File: src/rtl/ps2_host_transmitter_pkg.sv
// Shared definitions for the PS/2 host-to-device transmitter.
// Optional feature macro: PS2_TX_ACK_CHECK_EN (device ACK bit selects sent/error).
package ps2_host_transmitter_pkg;

    typedef enum logic [2:0] {
        IDLE,
        INHIBIT,
        REQUEST,
        SEND,
        ACK,
        RELEASE
    } tx_state_t;

    localparam int BIT_CNT_W = 4;

    // Falling-edge numbering: the edge leaving REQUEST is edge 0,
    // data bits go out on edges 1..8, parity on 9, stop on 10, ACK read on 11.
    localparam logic [BIT_CNT_W-1:0] LAST_BIT_EDGE   = 4'd8;
    localparam logic [BIT_CNT_W-1:0] PARITY_EDGE     = 4'd9;
    localparam logic [BIT_CNT_W-1:0] FINAL_DATA_EDGE = 4'd10;
    localparam logic [BIT_CNT_W-1:0] ACK_EDGE        = 4'd11;

    // Odd parity: set when the byte has an even number of ones.
    function automatic logic odd_parity(input logic [7:0] value);
        return ~(^value);
    endfunction

endpackage

File: src/rtl/ps2_host_transmitter_line_sync.sv
// Line conditioning for the PS/2 transmitter: 2-flop synchronizers on the
// PS/2 clock and data lines, PS/2 clock falling-edge detect and the
// peripheral_clock timebase rising-edge detect.
module ps2_line_sync (
    input  logic clock,
    input  logic reset,
    input  logic peripheral_clock,
    input  logic device_clock,
    input  logic device_data,
    output logic clock_sync,
    output logic data_sync,
    output logic clock_fall,
    output logic peripheral_rise
);

    logic [1:0] clock_ff;
    logic [1:0] data_ff;
    logic [1:0] periph_ff;
    logic       clock_prev;

    // Synchronizer chains plus one history flop on the synchronized clock.
    always_ff @(posedge clock or posedge reset) begin
        if (reset) begin
            clock_ff   <= 2'b00;
            data_ff    <= 2'b00;
            periph_ff  <= 2'b00;
            clock_prev <= 1'b0;
        end else begin
            clock_ff   <= {clock_ff[0], device_clock};
            data_ff    <= {data_ff[0], device_data};
            periph_ff  <= {periph_ff[0], peripheral_clock};
            clock_prev <= clock_ff[1];
        end
    end

    assign clock_sync      = clock_ff[1];
    assign data_sync       = data_ff[1];
    assign clock_fall      = clock_prev & ~clock_ff[1];
    assign peripheral_rise = periph_ff[0] & ~periph_ff[1];

endmodule

File: src/rtl/ps2_host_transmitter.sv
// PS/2 host transmitter: inhibits the bus, requests to send, shifts out a
// command byte with odd parity on device clock falling edges and waits for
// the line release. Define PS2_TX_ACK_CHECK_EN to let the device ACK bit
// choose between sent_flag and error_flag.
module ps2_host_transmitter
    import ps2_host_transmitter_pkg::*;
#(
    parameter logic [15:0] INHIBIT_TIME = 16'd100,
    parameter logic [15:0] OVER_TIME    = 16'd1000
) (
    input  logic       clock,
    input  logic       reset,
    input  logic       peripheral_clock,
    input  logic       device_clock,
    input  logic       device_data,
    input  logic [7:0] tx_data,
    input  logic       tx_start,
    output logic       busy,
    output logic       clock_drive_low,
    output logic       data_drive_low,
    output logic       sent_flag,
    output logic       error_flag
);

    logic clock_sync, data_sync, clock_fall, peripheral_rise;

    ps2_line_sync u_line_sync (
        .clock           (clock),
        .reset           (reset),
        .peripheral_clock(peripheral_clock),
        .device_clock    (device_clock),
        .device_data     (device_data),
        .clock_sync      (clock_sync),
        .data_sync       (data_sync),
        .clock_fall      (clock_fall),
        .peripheral_rise (peripheral_rise)
    );

    tx_state_t              state;
    logic [7:0]             shift;
    logic                   parity;
    logic                   ack_ok;
    logic [BIT_CNT_W-1:0]   bit_cnt;
    logic [BIT_CNT_W-1:0]   bit_next;
    logic [15:0]            timer;
    logic                   timed;

    assign busy     = (state != IDLE);
    assign bit_next = bit_cnt + 4'd1;
    // States in which a silent device aborts the transfer.
    assign timed    = (state == REQUEST) || (state == SEND) ||
                      (state == ACK) || (state == RELEASE);

    // Transfer FSM with registered line drives and completion pulses.
    always_ff @(posedge clock or posedge reset) begin
        if (reset) begin
            state           <= IDLE;
            shift           <= 8'h00;
            parity          <= 1'b0;
            ack_ok          <= 1'b0;
            bit_cnt         <= '0;
            timer           <= 16'd0;
            clock_drive_low <= 1'b0;
            data_drive_low  <= 1'b0;
            sent_flag       <= 1'b0;
            error_flag      <= 1'b0;
        end else begin
            sent_flag  <= 1'b0;
            error_flag <= 1'b0;
            if (timed && timer >= OVER_TIME) begin
                clock_drive_low <= 1'b0;
                data_drive_low  <= 1'b0;
                error_flag      <= 1'b1;
                state           <= IDLE;
            end else begin
                if (timed) begin
                    if (clock_fall)
                        timer <= 16'd0;
                    else if (peripheral_rise && timer < OVER_TIME)
                        timer <= timer + 16'd1;
                end
                case (state)
                    IDLE: if (tx_start) begin
                        shift           <= tx_data;
                        parity          <= odd_parity(tx_data);
                        bit_cnt         <= '0;
                        timer           <= 16'd0;
                        clock_drive_low <= 1'b1;
                        data_drive_low  <= 1'b0;
                        state           <= INHIBIT;
                    end
                    INHIBIT: begin
                        if (timer >= INHIBIT_TIME) begin
                            timer           <= 16'd0;
                            clock_drive_low <= 1'b0;
                            data_drive_low  <= 1'b1;
                            state           <= REQUEST;
                        end else if (peripheral_rise) begin
                            timer <= timer + 16'd1;
                        end
                    end
                    REQUEST: if (clock_fall) state <= SEND;
                    SEND: if (clock_fall) begin
                        bit_cnt <= bit_next;
                        if (bit_next <= LAST_BIT_EDGE) begin
                            data_drive_low <= ~shift[0];
                            shift          <= {1'b0, shift[7:1]};
                        end else if (bit_next == PARITY_EDGE) begin
                            data_drive_low <= ~parity;
                        end else if (bit_next == FINAL_DATA_EDGE) begin
                            data_drive_low <= 1'b0;
                            state          <= ACK;
                        end
                    end
                    ACK: if (clock_fall) begin
                        bit_cnt <= ACK_EDGE;
`ifdef PS2_TX_ACK_CHECK_EN
                        ack_ok  <= ~data_sync;
`else
                        ack_ok  <= 1'b1;
`endif
                        state   <= RELEASE;
                    end
                    RELEASE: if (clock_sync && data_sync) begin
                        sent_flag  <= ack_ok;
                        error_flag <= ~ack_ok;
                        state      <= IDLE;
                    end
                    default: state <= IDLE;
                endcase
            end
        end
    end

endmodule

File: config.mk
export PLATFORM = sky130hd
export DESIGN_NAME = ps2_host_transmitter
export DESIGN_NICKNAME = d
export VERILOG_FILES = /design/src/rtl/ps2_host_transmitter_pkg.sv /design/src/rtl/ps2_host_transmitter_line_sync.sv /design/src/rtl/ps2_host_transmitter.sv
export SDC_FILE = /design/constraint.sdc
export NUM_CORES = 1
export LEC_CHECK = 0
export BUFFER_PORTS_ARGS = -buffer_cell sky130_fd_sc_hd__buf_2
export CORE_AREA = 8 8 84 86
export DETAILED_ROUTE_END_ITERATION = 6
export DIE_AREA = 0 0 92 94
export PLACE_DENSITY = 0.67
export SLEW_MARGIN = 10
export SYNTH_ARGS = -nofsm -noshare
export SYNTH_HDL_FRONTEND = slang
export SYNTH_HIERARCHICAL = 1
export SYNTH_SLANG_ARGS = --single-unit
File: constraint.sdc
create_clock -name clock -period 5.94 [get_ports clock]
set_input_delay 0.297 -clock clock [delete_from_list [all_inputs] [get_ports clock]]
set_output_delay 0.297 -clock clock [all_outputs]
set_load 0.02 [all_outputs]
==> reports/metrics.csv <==
metric;value;unit
status;finished clean;
CORE AREA;5750;um^2
nature of the critical path endpoint;register;
worst clock skew;0.00565;ns
slowest stage delay, CP;0.65;ns
worst slack on hold paths;0.101;ns
Post-DP Area;2880;um^2
CP max-delay cell;dfrtp_1;
Max Fclk;411;MHz
Layout Nets;330;
ranking of synthesized cells by area;dfrtp_1 (39%), nand2_1 (4.3%), mux2_2 (3.6%), o21ai_0 (3.4%), xnor2_1 (3.1%);
Seq/Total Area, Yosys;0.395;
Mapped Cells;300;
CP cell instances;nor3b_1, nand2_1, nor3_2, nor3b_1, a221o_1;
power density over the cells;438;nW/um^2
diode count;0;
pin count of the biggest net entering global routing;38;
Worst-path clk slew;0.08;ns
CP max FO;23;
Rows;28;
drt pass-1 iters;4;
syn avg cell area;9.30;um^2
vias in the first global route;2305;
Layout Cells excl Fill;387;
Skew-Pair Late Insertion Delay;0.30;ns
first-pass GRT wire length;11.1;mm
FILL cells;556;
Routed WL per cell;16.2;um
IO buf count;18;
leading area contributor after synthesis;dfrtp_1;
number of enable flip-flop cells after synthesis;0;
synthesis-stage register bit count;44;
CP most frequent cell;nor3b_1;
cell area after synthesis;2790;um^2
drt total wl;6.27;mm
Worst Tran Pin Value;0.731;ns
# setup viols final;0;
Max-cap violations;0;
pre-CTS WS;3.54;ns
fin area;2990;um^2
Rel. slew slack;0.510;
H-tree depth;2;
peak supply drop;0.229;mV
Hold Vio Cnt, Final;0;
die height;94;um
Synth cell types;67;
FFs w/ async S/R, synth;1.00;
RSZ-0062 raised after global routing;no;
crit path time final;2.43;ns
period utilisation layout;0.409;
Hold Crit Class;in2reg;
vias;2245;
post-route antenna net violation count;0;
Slew Viols, Final;0;
CTS tree;built;
setup ws final;3.51;ns
root buffer selected by CTS;clkbuf_8;
1st-iter DRT viols;144;
Synth top area share;0.395;
depth of the worst hold-timing path;1;
layout cells sized above 1;0.173;
initial core utilization;0.485;
reg2reg path depth;5;
yosys warns;6;
Data required, critical path;6.12;ns
total negative slack;0;ns
Placed Cells incl. Taps;378;
die area;8650;um^2
Post-DP HPWL;4.46;mm
vias per inst;5.80;
post-synth net total;319;
clk buf depth;2;
critical path class;reg2reg;
die width;92;um
leak pwr;1.29;nW
Post-synth top flop;dfrtp_1;
# IOs;19;
Num CTS Buffers;5;
# clock sinks;44;
Area Growth Syn to Fin;7.09;%
drt drc;0;
Crit path arrival time;2.61;ns
GPL Wtd Cong;0.836;
GRT overflow;0;
Worst setup SP type;register;
antenna violations before repair;0;
Total GRT Usage;0.158;
-- metrics by stage --
step                      power (mW)   util
after floorplan                 1.00      -
after global placement          1.11  0.502
final                           1.31  0.520
after detailed placement        1.12  0.502
after CTS                       1.32  0.520
after global routing            1.43  0.520
-- where the power goes --
part / internal (mW) / switching, mW
Sequential: 0.381 / 0.123
Combinational: 0.259 / 0.349
Clock: 0.0946 / 0.101
-- cell usage after synthesis, types with 3 or more instances --
library cell / n
a211oi_1: 3
a21oi_1: 16
a31oi_1: 4
and3_1: 5
buf_2: 6
buf_6: 3
clkbuf_1: 5
dfrtp_1: 44
ha_1: 5
inv_1: 17
mux2_2: 9
nand2_1: 32
nand2b_1: 6
nand3_1: 11
nor2_1: 18
nor2_2: 3
nor2b_1: 6
nor3_1: 10
nor3b_1: 3
nor4_1: 3
o21ai_0: 19
o31ai_1: 4
or3_1: 3
xnor2_1: 10
-- per-layer routing --
| layer | vias to the layer above | global-route usage | part of all wire |
|---|---|---|---|
| met5 | - | 0 | 0 |
| met4 | 0 | 0.0456 | 0.0096 |
| met3 | 6 | 0.0376 | 0.050 |
| met2 | 50 | 0.259 | 0.49 |
| met1 | 1082 | 0.201 | 0.45 |
| li1 | 1107 | - | - |
-- what timing repair did --
action	CTS	global route
resized for setup	0	0
endpoints found under the hold margin	7	0
buffers inserted	0	0
hold buffers	1	0
setup endpoints to repair	0	0
-- layout make-up --
class                           instances  area, um^2  area share
Inverter                               17        63.8      0.0214
Multi-Input combinational cell        223        1530       0.511
Clock buffer                            7        86.3      0.0289
Timing Repair Buffer                   20         108      0.0360
Clock inverter                          1        7.51     0.00251
Sequential cell                        44        1100       0.369
Tap cell                               75        93.8      0.0314
-- cell families after synthesis --
logic type               after synthesis  share of synthesized area
AND/OR/NAND/NOR                      115                      0.232
AO/OA/AOI/OAI                         82                      0.215
flip-flops                            44                      0.395
buffers and inverters                 33                     0.0579
XOR/XNOR                              11                     0.0372
multiplexers                          10                     0.0399
adder cells (fa/ha/maj)                5                     0.0224
-- critical path: cells and delay by family, from the launching register on --
family / cells / cell delay, ns
flip-flops: 1 / 0.65
AND/OR/NAND/NOR: 4 / 1.39
AO/OA/AOI/OAI: 1 / 0.28
-- state kept, by name, summed over array words and instances (netlist names), 2 cells and up --
signal	count
bit_cnt	4
shift	8
state	3
timer	16
u_line_sync/clock_ff	2
u_line_sync/data_ff	2
u_line_sync/periph_ff	2
-- path summary, 6_finish.rpt --
path | from | to | slack [ns]
worst max register to register | state[2] | state[1] | 3.51
max in group asynchronous | reset | timer[0] | 4.92
worst min-delay path | device_data | u_line_sync/data_ff[0] | 0.10
worst min register to register | u_line_sync/clock_ff[0] | u_line_sync/clock_ff[1] | 0.36
worst max-delay path | state[2] | state[1] | 3.51
min in group asynchronous | reset | u_line_sync/data_ff[0] | 0.47
-- cells in the final DEF (no fill, tap or decap), types with 4 or more instances in the layout --
master,Yosys,routed
o31ai_1,4,4
and3_1,5,5
a31oi_1,4,4
mux2_2,9,9
xnor2_1,10,10
nor3_1,10,10
nand2b_1,6,6
clkbuf_8,0,6
inv_1,17,17
nor2b_1,6,6
ha_1,5,5
nor2_1,18,18
nand3_1,11,11
a21oi_1,16,16
buf_2,6,18
o21ai_0,19,19
dfrtp_1,44,44
nand2_1,32,32
Power figures use the tool's default switching activity.
